--- config.mk ---
export PLATFORM = sky130hd
export DESIGN_NAME = keypad_scan_debounce
export DESIGN_NICKNAME = d
export VERILOG_FILES = /design/src/rtl/keypad_scan_debounce_pkg.sv /design/src/rtl/keypad_row_scanner.sv /design/src/rtl/keypad_scan_debounce.sv
export SDC_FILE = /design/constraint.sdc
export NUM_CORES = 1
export LEC_CHECK = 0
export CAP_MARGIN = 25
export CORE_UTILIZATION = 63
export CTS_CLUSTER_SIZE = 25
export DETAILED_ROUTE_END_ITERATION = 8
export PLACE_DENSITY = 0.88
export SYNTH_ARGS = -nofsm -noshare
export SYNTH_HDL_FRONTEND = slang
export SYNTH_SLANG_ARGS = --single-unit
--- constraint.sdc ---
create_clock -name hwclk -period 5.17 [get_ports hwclk]
set_clock_uncertainty 0.05 [all_clocks]
set_input_delay 1.551 -clock hwclk [delete_from_list [all_inputs] [get_ports hwclk]]
set_output_delay 1.551 -clock hwclk [all_outputs]
set_load 0.01 [all_outputs]
--- src/rtl/keypad_scan_debounce_pkg.sv ---
// Shared encodings for the keypad scanner and its debounce FSM.
// Matrix dimensions, state and scan-result types, and a column-count helper.
package keypad_scan_debounce_pkg;

    localparam int N_ROWS = 4;
    localparam int N_COLS = 4;

    typedef enum logic [1:0] {
        ST_IDLE    = 2'd0,
        ST_CAND    = 2'd1,
        ST_PRESSED = 2'd2,
        ST_REL     = 2'd3
    } kp_state_t;

    typedef enum logic [1:0] {
        SCAN_NONE   = 2'd0,
        SCAN_SINGLE = 2'd1,
        SCAN_MULTI  = 2'd2
    } scan_result_t;

    // Number of low (closed) columns, saturated at 2: only 0 / 1 / many matters.
    function automatic logic [1:0] low_count_sat(input logic [N_COLS-1:0] cols);
        logic [1:0] n;
        n = 2'd0;
        for (int i = 0; i < N_COLS; i++) begin
            if (!cols[i] && n != 2'd2) begin
                n = n + 2'd1;
            end
        end
        return n;
    endfunction

endpackage

--- src/rtl/keypad_row_scanner.sv ---
// Drives one keypad row low at a time, synchronizes the column returns and
// classifies each full-matrix scan as none / single key / multiple keys.
module keypad_row_scanner
    import keypad_scan_debounce_pkg::*;
#(
    parameter int SETTLE_CYCLES = 1200
) (
    input  logic               hwclk,
    input  logic               rst_n,
    output logic [N_ROWS-1:0]  keypad_r,
    input  logic [N_COLS-1:0]  keypad_c,
    output logic               scan_done,
    output scan_result_t       scan_result,
    output logic [3:0]         scan_code
);

    localparam int DW = (SETTLE_CYCLES > 1) ? $clog2(SETTLE_CYCLES) : 1;
    localparam logic [DW-1:0] DWELL_LAST = DW'(SETTLE_CYCLES - 1);

    logic              run_reg;
    logic [1:0]        row_reg;
    logic [DW-1:0]     dwell_reg;
    logic [N_COLS-1:0] c_meta_reg;
    logic [N_COLS-1:0] c_sync_reg;
    logic [1:0]        acc_cnt_reg;
    logic [3:0]        acc_code_reg;
    logic              scan_done_reg;
    scan_result_t      scan_result_reg;
    logic [3:0]        scan_code_reg;

    logic              sample;
    logic [1:0]        row_cnt;
    logic [1:0]        col_idx;
    logic [2:0]        sum_raw;
    logic [1:0]        total_next;
    logic [3:0]        code_next;

    // Rows are released (all high) until the first cycle after reset.
    generate
        for (genvar gi = 0; gi < N_ROWS; gi++) begin : g_row_drive
            assign keypad_r[gi] = ~(run_reg && (row_reg == 2'(gi)));
        end
    endgenerate

    always_comb begin
        sample  = run_reg && (dwell_reg == DWELL_LAST);
        row_cnt = low_count_sat(c_sync_reg);
        col_idx = 2'd0;
        for (int i = N_COLS - 1; i >= 0; i--) begin
            if (!c_sync_reg[i]) begin
                col_idx = 2'(i);
            end
        end
        sum_raw    = {1'b0, acc_cnt_reg} + {1'b0, row_cnt};
        total_next = (sum_raw >= 3'd2) ? 2'd2 : sum_raw[1:0];
        // The single key's code comes from whichever row contributed it.
        code_next  = (acc_cnt_reg == 2'd0 && row_cnt == 2'd1) ? {row_reg, col_idx} : acc_code_reg;
    end

    always_ff @(posedge hwclk) begin
        if (!rst_n) begin
            run_reg         <= 1'b0;
            row_reg         <= 2'd0;
            dwell_reg       <= '0;
            c_meta_reg      <= '1;
            c_sync_reg      <= '1;
            acc_cnt_reg     <= 2'd0;
            acc_code_reg    <= 4'd0;
            scan_done_reg   <= 1'b0;
            scan_result_reg <= SCAN_NONE;
            scan_code_reg   <= 4'd0;
        end else begin
            run_reg       <= 1'b1;
            scan_done_reg <= 1'b0;
            c_meta_reg    <= keypad_c;
            c_sync_reg    <= c_meta_reg;
            if (sample) begin
                dwell_reg <= '0;
                row_reg   <= row_reg + 2'd1;
                if (row_reg == 2'(N_ROWS - 1)) begin
                    scan_done_reg   <= 1'b1;
                    scan_result_reg <= (total_next == 2'd0) ? SCAN_NONE :
                                       (total_next == 2'd1) ? SCAN_SINGLE : SCAN_MULTI;
                    scan_code_reg   <= code_next;
                    acc_cnt_reg     <= 2'd0;
                    acc_code_reg    <= 4'd0;
                end else begin
                    acc_cnt_reg  <= total_next;
                    acc_code_reg <= code_next;
                end
            end else if (run_reg) begin
                dwell_reg <= dwell_reg + DW'(1);
            end
        end
    end

    assign scan_done   = scan_done_reg;
    assign scan_result = scan_result_reg;
    assign scan_code   = scan_code_reg;

endmodule

--- src/rtl/keypad_scan_debounce.sv ---
// 4x4 keypad front end: row scanner plus a scan-rate debounce FSM that emits
// registered one-cycle press/release pulses and the accepted key code.
module keypad_scan_debounce
    import keypad_scan_debounce_pkg::*;
#(
    parameter int SETTLE_CYCLES  = 1200,
    parameter int DEBOUNCE_SCANS = 20
) (
    input  logic               hwclk,
    input  logic               rst_n,
    output logic [N_ROWS-1:0]  keypad_r,
    input  logic [N_COLS-1:0]  keypad_c,
    output logic [3:0]         key_code,
    output logic               key_press,
    output logic               key_release,
    output logic               key_down
);

    localparam int CW = $clog2(DEBOUNCE_SCANS + 1);
    localparam logic [CW-1:0] CNT_LIMIT = CW'(DEBOUNCE_SCANS);
    localparam logic [CW-1:0] CNT_ONE   = CW'(1);

    logic         scan_done;
    scan_result_t scan_result;
    logic [3:0]   scan_code;

    kp_state_t    state_reg, state_next;
    logic [CW-1:0] cnt_reg, cnt_next, cnt_inc;
    logic [3:0]   cand_reg, cand_next;
    logic [3:0]   key_code_reg, key_code_next;
    logic         press_reg, press_next;
    logic         release_reg, release_next;

    keypad_row_scanner #(
        .SETTLE_CYCLES(SETTLE_CYCLES)
    ) u_scanner (
        .hwclk      (hwclk),
        .rst_n      (rst_n),
        .keypad_r   (keypad_r),
        .keypad_c   (keypad_c),
        .scan_done  (scan_done),
        .scan_result(scan_result),
        .scan_code  (scan_code)
    );

    always_comb begin
        state_next    = state_reg;
        cnt_next      = cnt_reg;
        cand_next     = cand_reg;
        key_code_next = key_code_reg;
        press_next    = 1'b0;
        release_next  = 1'b0;
        cnt_inc       = (cnt_reg >= CNT_LIMIT) ? CNT_LIMIT : cnt_reg + CNT_ONE;
        if (scan_done) begin
            unique case (state_reg)
                ST_IDLE: begin
                    if (scan_result == SCAN_SINGLE) begin
                        cand_next = scan_code;
                        cnt_next  = CNT_ONE;
                        // A limit of one accepts on the very first qualifying scan.
                        if (CNT_ONE >= CNT_LIMIT) begin
                            state_next    = ST_PRESSED;
                            key_code_next = scan_code;
                            press_next    = 1'b1;
                        end else begin
                            state_next = ST_CAND;
                        end
                    end
                end
                ST_CAND: begin
                    if (scan_result == SCAN_SINGLE && scan_code == cand_reg) begin
                        cnt_next = cnt_inc;
                        if (cnt_inc >= CNT_LIMIT) begin
                            state_next    = ST_PRESSED;
                            key_code_next = cand_reg;
                            press_next    = 1'b1;
                        end
                    end else if (scan_result == SCAN_SINGLE) begin
                        cand_next = scan_code;
                        cnt_next  = CNT_ONE;
                    end else begin
                        state_next = ST_IDLE;
                    end
                end
                ST_PRESSED: begin
                    if (scan_result == SCAN_NONE) begin
                        cnt_next = CNT_ONE;
                        if (CNT_ONE >= CNT_LIMIT) begin
                            state_next   = ST_IDLE;
                            release_next = 1'b1;
                        end else begin
                            state_next = ST_REL;
                        end
                    end
                end
                ST_REL: begin
                    if (scan_result == SCAN_NONE) begin
                        cnt_next = cnt_inc;
                        if (cnt_inc >= CNT_LIMIT) begin
                            state_next   = ST_IDLE;
                            release_next = 1'b1;
                        end
                    end else begin
                        state_next = ST_PRESSED;
                    end
                end
                default: state_next = ST_IDLE;
            endcase
        end
    end

    always_ff @(posedge hwclk) begin
        if (!rst_n) begin
            state_reg    <= ST_IDLE;
            cnt_reg      <= '0;
            cand_reg     <= 4'd0;
            key_code_reg <= 4'd0;
            press_reg    <= 1'b0;
            release_reg  <= 1'b0;
        end else begin
            state_reg    <= state_next;
            cnt_reg      <= cnt_next;
            cand_reg     <= cand_next;
            key_code_reg <= key_code_next;
            press_reg    <= press_next;
            release_reg  <= release_next;
        end
    end

    assign key_code    = key_code_reg;
    assign key_press   = press_reg;
    assign key_release = release_reg;
    assign key_down    = (state_reg == ST_PRESSED) || (state_reg == ST_REL);

endmodule

; ---- Word level (Yosys, flattened, before mapping)
; Index checks and enable logic that the tools add are counted.
[totals]
ff_bits = 52
input_bits = 6
word_cells = 115
[classes]
add_sub_neg = 7
magnitude_cmp = 3
n_eq_ne = 21
muxes = 34
bitwise_logic = 5
n_reduce_logical = 29
[op_table]
columns = operator, n
row1 = $mux W2, 18
row2 = $mux W5, 5
row3 = $pmux W5 S4, 1
row4 = $mux W4, 4
row5 = $ne A2 B2 Y1 const B, 7
row6 = $reduce_and A4 Y1, 3
row7 = $add A11 B1 Y11 const B, 1
row8 = $eq A11 B11 Y1 const B, 1
row9 = $eq A2 B1 Y1 const B, 5
row10 = $ge A5 B5 Y1 const B, 2
row11 = $logic_and A1 B1 Y1, 10
row12 = $logic_not A2 Y1, 5
row13 = $ne A3 B3 Y1 const B, 3
row14 = $add A2 B1 Y2 const B, 4
row15 = $eq A2 B2 Y1 const B, 4
row16 = $pmux W2 S4, 1
row17 = $pmux W4 S2, 1
row18 = $reduce_and A3 Y1, 2
row19 = $reduce_and A6 Y1, 1
row20 = $add A5 B1 Y5 const B, 1
row21 = $not A1 Y1, 5
row22 = $eq A4 B4 Y1, 1
row23 = $mux W1, 4
row24 = $reduce_and A2 Y1, 2
row25 = other kinds (6), 8

; ---- Depth between registers and ports, before layout
[logic_depth]
depth_word = 16
ltp_mapped = 15
depth_no_buf = 14

; ---- Hierarchy
; A second synthesis with hierarchy kept.
[unflattened]
cells_unflattened = 271
area_unflattened_um2 = 2516.2
[by_module_without_submodules]
columns = mod, n_inst, cells_each, area_per_inst_um2, seq_area_each_um2
row1 = keypad_row_scanner, 1, 165, 1582.8, 700.7
row2 = keypad_scan_debounce, 1, 106, 933.4, 340.3

; ---- Worst setup path after synthesis
; Ideal clock, no wire load.
[synth_path]
kind = reg-to-reg
startpoint = register u_scanner.c_sync_reg[0]
endpoint = register u_scanner.scan_result_reg[0], in the netlist u_scanner.scan_result[0]
setup_time_ns = 0.115
arrival_ns = 2.863
path_slack_ns = 2.142
path_stages_with_launch = 16
cell_sequence = dfxtp_1 -> inv_1 -> ha_1 -> or3_1 -> and2_4 -> buf_6 -> ha_1 -> nor2_1 -> xnor2_1 -> ha_1 -> inv_1 -> fa_1 -> and2_1 -> nand2_1 -> mux2i_1 -> and2_1
[synth_via]
elab_chain_cells = 16
[synth_rtl]
columns = element, line_no
row1 = start: declaration, keypad_row_scanner.sv:24  ; logic [N_COLS-1:0] c_sync_reg;
row2 = start signal: assignment, keypad_row_scanner.sv:76  ; c_sync_reg <= c_meta_reg;
row3 = $mux W1 (*), keypad_scan_debounce_pkg.sv:26  ; if (!cols[i] && n != 2'd2) begin
row4 = "parallel branches: the longest is 2 deep, another holds $add A2 B1 Y2", -
row5 = $mux W2 (*), keypad_scan_debounce_pkg.sv:26
row6 = "parallel branches: the longest is 2 deep, another holds $add A2 B1 Y2", -
row7 = $mux W2 (*), keypad_scan_debounce_pkg.sv:26
row8 = "parallel branches: the longest is 2 deep, another holds $add A2 B1 Y2", -
row9 = $mux W2 (*), keypad_scan_debounce_pkg.sv:26
row10 = $add A2 B2 Y3 (*), keypad_row_scanner.sv:54  ; sum_raw = {1'b0, acc_cnt_reg} + {1'b0, row_cnt};
row11 = $ge A3 B2 Y1, keypad_row_scanner.sv:55  ; total_next = (sum_raw >= 3'd2) ? 2'd2 : sum_raw[1:0];
row12 = $mux W2 (*), keypad_row_scanner.sv:55
row13 = $eq A2 B1 Y1, keypad_row_scanner.sv:83  ; (total_next == 2'd1) ? SCAN_SINGLE : SCAN_MULTI;
row14 = $mux W2, keypad_row_scanner.sv:83
row15 = $mux W2 (*), keypad_row_scanner.sv:82  ; scan_result_reg <= (total_next == 2'd0) ? SCAN_NONE :
row16 = end signal: assignment, keypad_row_scanner.sv:82
row17 = end: declaration, keypad_row_scanner.sv:28  ; scan_result_t scan_result_reg;
; Every way passes the cells marked *.
; A chain may end at the register's enable or synchronous reset.

; ---- Final worst setup path
[layout_path]
startpoint = register u_scanner.row_reg[0]
endpoint = output port keypad_r[0]
[layout_via]
elab_chain_cells = 3
[layout_rtl]
columns = element, line_no
row1 = start: declaration, keypad_row_scanner.sv:21  ; logic [1:0] row_reg;
row2 = start signal: assignment, keypad_row_scanner.sv:79  ; row_reg <= row_reg + 2'd1;
row3 = $logic_not A2 Y1, keypad_row_scanner.sv:41  ; assign keypad_r[gi] = ~(run_reg && (row_reg == 2'(gi)));
row4 = $logic_and A1 B1 Y1, keypad_row_scanner.sv:41
row5 = $not A1 Y1, keypad_row_scanner.sv:41
row6 = end: declaration, keypad_scan_debounce.sv:11  ; output logic [N_ROWS-1:0] keypad_r,
; No other way between the ends.

==> run metrics <==
status=complete, no violations; routed wire length=4.58 mm; fillers=263; global-route wire length before repair=~8 mm; Pre-antenna DRT Iters=4; type of the tightest min-delay check=reg2reg; Req. time, crit path=around 3.6 ns; Period minus WS final=3.23 ns; hpwl dp=3.29 mm; Std-Cell Rows=22; Tightest Pin Transition=0.677 ns; clk slew on worst S/H paths=0.09 ns; Synth Flop Type=dfxtp_1; DRT antenna net count=0; Syn-to-layout area delta=11.1%; Max VDD drop=0.191 mV; CP cell instances=inv_1 -> ha_1 -> nand2_1 -> clkdlybuf4s50_1; endpoints failing setup=0; starting DRC count in detailed routing=105; die span in y=65.5 um; Layout Nets=313; CTS resizes=0; Yosys reg bits=52; Mapped Cells=283; clock root buffer master=clkbuf_8; # IOs=17; Post-Synthesis Mean Instance Area=8.96 um2; worst setup path class=reg2out; RePlAce Congestion=a little over 0.9; CP max FO=6; Via Count=1956; GR Util All Layers=0.238; max FFs per register=11; die area=4280 um2; R2R cell count=14; port buffer count=16; CP peak stage delay=0.53 ns; RSZ-0062 raised after global routing=no; CP Launch Type=register; fin. max-slew vios=0; layout cells sized above 1=0.0407; Final Hold Fails=0; Num CTS Buffers=5; yosys warns=0; Mapped Nets=a little over 300; Power Dens Cells=approximately 260 nW/um2; Starting Density=0.673; Mapped Area=2540 um2; Horiz. Die Dim=65.5 um; Fmax=about 310 MHz; antenna violations before repair=0; part of the cycle the worst path needs=0.624; H-tree levels=2; Post-CTS Setup Bufs=0; CTS Sinks=52; largest net degree at the start of global routing=41; Post-Route Utilization=0.747; CP max stage cell=clkdlybuf4s50_1; vias in the first global route=around 1.8k; # DRC=0; hold_buf cts=0; Leakage=1.02 nW; synth unique cells=50; CP Data Arrival Time=1.63 ns; worst skew pair latency=0.30 ns; Routed WL per cell=13.4 um; global route overflow=0; ys async rst share=0; worst hold path depth=1; crit end category=primary output; Seq/Total Area, Yosys=0.410; core area=3770 um2; EDFF count, synth=0; Via density=5.70; Antenna Cells=0; CTS Buffer Depth=2; TritonCTS clock tree=yes; Rel. slew slack=0.545; maxcap violations=0; setup TNS=0 ns
## area by class of cell
cell class / instances / area (um2) / area share
multi-input cells: 203 / 1380 / 0.490
clock buffers: 6 / 72.6 / 0.0258
clock inverters: 2 / 38.8 / 0.0138
flip-flops and latches: 52 / 1040 / 0.369
repair buffers: 17 / 168 / 0.0595
well taps: 48 / 60.1 / 0.0213
inverters: 15 / 56.3 / 0.0200
## worst paths after layout
| path | startpoint | slack (ns) | to |
|---|---|---|---|
| worst max register to register | u_scanner.c_sync_reg[0]$_SDFF_PN1_ | 2.02 | u_scanner.scan_result[0]$_SDFFE_PN0P_ |
| worst min-delay path | u_scanner.c_meta_reg[1]$_SDFF_PN1_ | 0.36 | u_scanner.c_sync_reg[1]$_SDFF_PN1_ |
| worst min register to register | u_scanner.c_meta_reg[1]$_SDFF_PN1_ | 0.36 | u_scanner.c_sync_reg[1]$_SDFF_PN1_ |
| worst max-delay path | u_scanner.row_reg[0]$_SDFFE_PN0P_ | 1.94 | keypad_r[0] |
## worst max-delay path, delay by kind of cell (launching register included)
family | cells | cell delay, ns
flip-flops | 1 | 0.44
adder cells (fa/ha/maj) | 1 | 0.20
buffers and inverters | 2 | 0.62
AND/OR/NAND/NOR | 1 | 0.06
## layer usage
metal	vias up	share of wire	track usage
met1	911	0.46	0.287
met3	7	0.039	0.0608
met5	-	0	0
met4	0	0.013	0.0707
met2	39	0.48	0.414
li1	999	-	-
## metrics by stage
stage	instance area (um2)	setup slack, ns	std cells	hold slack (ns)	power [mW]
after floorplan	2540	2.14	283	0.336	0.447
after global placement	2710	2.02	335	0.339	0.455
after detailed placement	2710	1.97	335	0.342	0.456
after CTS	2820	1.93	343	0.364	0.732
after global routing	2820	1.82	343	0.373	0.753
final	2820	1.94	343	0.362	0.726
## cells in the mapped netlist (6+ instances only)
cell type / n / area (um2)
and2_1: 7 / 43.8
inv_1: 15 / 56.3
nand4_1: 6 / 37.5
a21oi_1: 8 / 40.0
dfxtp_1: 52 / 1040
nor2b_1: 7 / 43.8
ha_1: 12 / 150
nand2b_1: 13 / 81.3
nor2_1: 21 / 78.8
xnor2_1: 13 / 114
o21ai_0: 20 / 100
nand2_1: 26 / 97.6
mux2i_1: 11 / 110
clkbuf_1: 11 / 41.3
## layout by cell type (no fill, tap or decap), types with 2 or more instances in the layout
cell	n
dfxtp_1	52
nand2_1	26
nor2_1	21
o21ai_0	20
clkdlybuf4s50_1	16
inv_1	15
xnor2_1	13
nand2b_1	13
ha_1	12
mux2i_1	11
a21oi_1	8
and2_1	7
nor2b_1	7
nand4_1	6
xor2_1	5
a22o_1	5
clkbuf_8	5
nand3_1	4
a21boi_0	4
and3_1	3
nor4_1	3
or3_1	2
o31ai_1	2
a41oi_1	2
a31oi_1	2
o2111ai_1	2
a211oi_1	2
o211ai_1	2
## cells by family (layout without fill, tap and decap cells)
kind of cell	count (synthesis)	after routing	share of synthesized area
AOI/OAI and AO/OA	60	60	0.162
xor gates and xnor gates	18	18	0.0622
adders and majority gates	13	13	0.0671
buffers and inverters	28	40	0.0449
DFF	52	52	0.410
muxes	11	11	0.0434
and+or+nand+nor	101	101	0.210
## power breakdown
group	total, mW	internal (mW)	switching [mW]	leakage [nW]
clock network	0.279	0.146	0.133	0.0558
registers	0.409	0.405	0.00368	0.421
logic	0.0379	0.0183	0.0197	0.540
Power figures use the tool's default switching activity.
==> RTL change: new RTL, config.mk and constraints unchanged <==
`key_code_reg` no longer has a reset.
--- a/src/rtl/keypad_scan_debounce.sv
+++ b/src/rtl/keypad_scan_debounce.sv
@@ -114,17 +114,19 @@
             state_reg    <= ST_IDLE;
             cnt_reg      <= '0;
             cand_reg     <= 4'd0;
-            key_code_reg <= 4'd0;
             press_reg    <= 1'b0;
             release_reg  <= 1'b0;
         end else begin
             state_reg    <= state_next;
             cnt_reg      <= cnt_next;
             cand_reg     <= cand_next;
-            key_code_reg <= key_code_next;
             press_reg    <= press_next;
             release_reg  <= release_next;
         end
+    end
+
+    always_ff @(posedge hwclk) begin
+        key_code_reg <= key_code_next;
     end
 
     assign key_code    = key_code_reg;
Formal check against the unedited RTL: no difference found for any inputs over 10 cycles, from zero or initial values and one cycle with rst_n low; that may be too few to reach the edited logic, so the function may still have changed.
==> RTL change against the original RTL <==
Power shrank 5.0%; setup slack lost 0.41 ns; routed wire length down 1.0%; die area down 1.0%; worst hold slack better by 0.0038 ns; clock power is 16% lower; via count fell by 2.5%; area after synthesis is 1.0% lower; sequential cell count did not move; cell area down 1.5%.
==> RTL change: results (changes against the original RTL) <==
metric;value;unit;change
p_leak;1.04;nW;was 1.02 nW
ys_types;56;;was 50
gp_congestion;0.936;;was 0.909
synth-edff-count;4;;was 0
worstReg2RegStart;u_scanner.c_sync_reg[1]$_SDFF_PN1_;;was u_scanner.c_sync_reg[0]$_SDFF_PN1_
wirelength;4.54;mm;was 4.58 mm
cts_buffers;5;;unchanged
use_met1;29.7;%;was 28.7%
hpwl;3.25;mm;was 3.29 mm
grt_max_degree;22;;was 41
first_pass_iters;5;;was 4
period_needed;3.64;ns;was 3.23 ns
pre_cts_slack;1.28;ns;was 1.97 ns
crit_fanout;5;;was 6
crit_end;u_scanner.scan_result[0]$_SDFFE_PN0P_;;was keypad_r[0]
drive_above_1_share;6.34;%;was 4.07%
use_met2;41.1;%;was 41.4%
synth.area.top_cells;dfxtp_1 38%, ha_1 6.0%, edfxtp_1 4.8%;;was dfxtp_1 41%, ha_1 5.9%, xnor2_1 4.5%
r2r_cells;13;;was 14
synth_nets;289;;was 302
synth_compound_area_share;15.7;%;was 16.2%
synth_fa_ha_area_share;6.78;%;was 6.71%
globalRouteMet3Util;5.73;%;was 6.08%
path_class;reg2reg;;was reg2out
worstHoldEndpoint;u_scanner.c_sync_reg[3]$_SDFF_PN1_;;was u_scanner.c_sync_reg[1]$_SDFF_PN1_
nFillCells;286;;was 263
relSlewSlack;54.6;%;was 54.5%
nets;302;;was 313
status;completed;;unchanged
min_from;u_scanner.c_meta_reg[3]$_SDFF_PN1_;;was u_scanner.c_meta_reg[1]$_SDFF_PN1_
worstPathArrival;3.82;ns;was 1.63 ns
grt_pass1_wl;7.83;mm;was 7.89 mm
synthMuxAreaShare;3.64;%;was 4.34%
crit_slowest_cell;fa_1;;was clkdlybuf4s50_1
-- RTL change: cell types whose count changed after synthesis, sizes merged, moves of 5 or more --
cell / before / now
a21boi: 5 / 0
a22o: 5 / 0
and2: 8 / 3
nand2: 26 / 21
nor2: 21 / 27
xnor2: 13 / 4
xor2: 5 / 13
-- RTL change: area by class of cell --
class                      instances  area share (%)
multi-input combinational        192            47.6
clock inverter                     2           0.361
clock buffer                       6            2.97
sequential                        52            38.9
timing repair buffer              16            5.77
inverter                          16            2.16
tap                               48            2.16
-- RTL change: kinds of logic after synthesis --
group / Yosys count
xor gates and xnor gates: 17
DFF: 52
and+or+nand+nor: 98
muxes: 9
AOI/OAI and AO/OA: 55
buffers and inverters: 26
adders and majority gates: 13
-- RTL change: critical path: cells and delay by family (launching register included) --
kind | cells | cell delay [ns]
simple gates | 5 | 1.41
xor+xnor | 1 | 0.18
buf+inv | 2 | 0.14
fa+ha+maj | 4 | 1.25
compound gates | 1 | 0.15
flops | 1 | 0.38
-- RTL change: report_power, final --
part | leakage, nW | internal [mW] | switching [mW]
Combinational | 0.559 | 0.0184 | 0.0216
Sequential | 0.426 | 0.409 | 0.00518
Clock | 0.0510 | 0.107 | 0.128
Total | 1.04 | 0.535 | 0.155
-- RTL change: metrics by stage --
step / hold slack, ns / std cells / utilization, %
after global placement: 0.341 / 324 / 71.7
after CTS: 0.368 / 332 / 74.2
final: 0.366 / 332 / 74.2
after global routing: 0.382 / 332 / 74.2
after detailed placement: 0.347 / 324 / 71.7
after floorplan: 0.336 / 270 / -
-- RTL change: per-layer routing --
metal	up-vias	routed length [um]
met2	35	2260
met3	5	149
met1	897	2050
li1	970	-
met4	0	68
met5	-	0
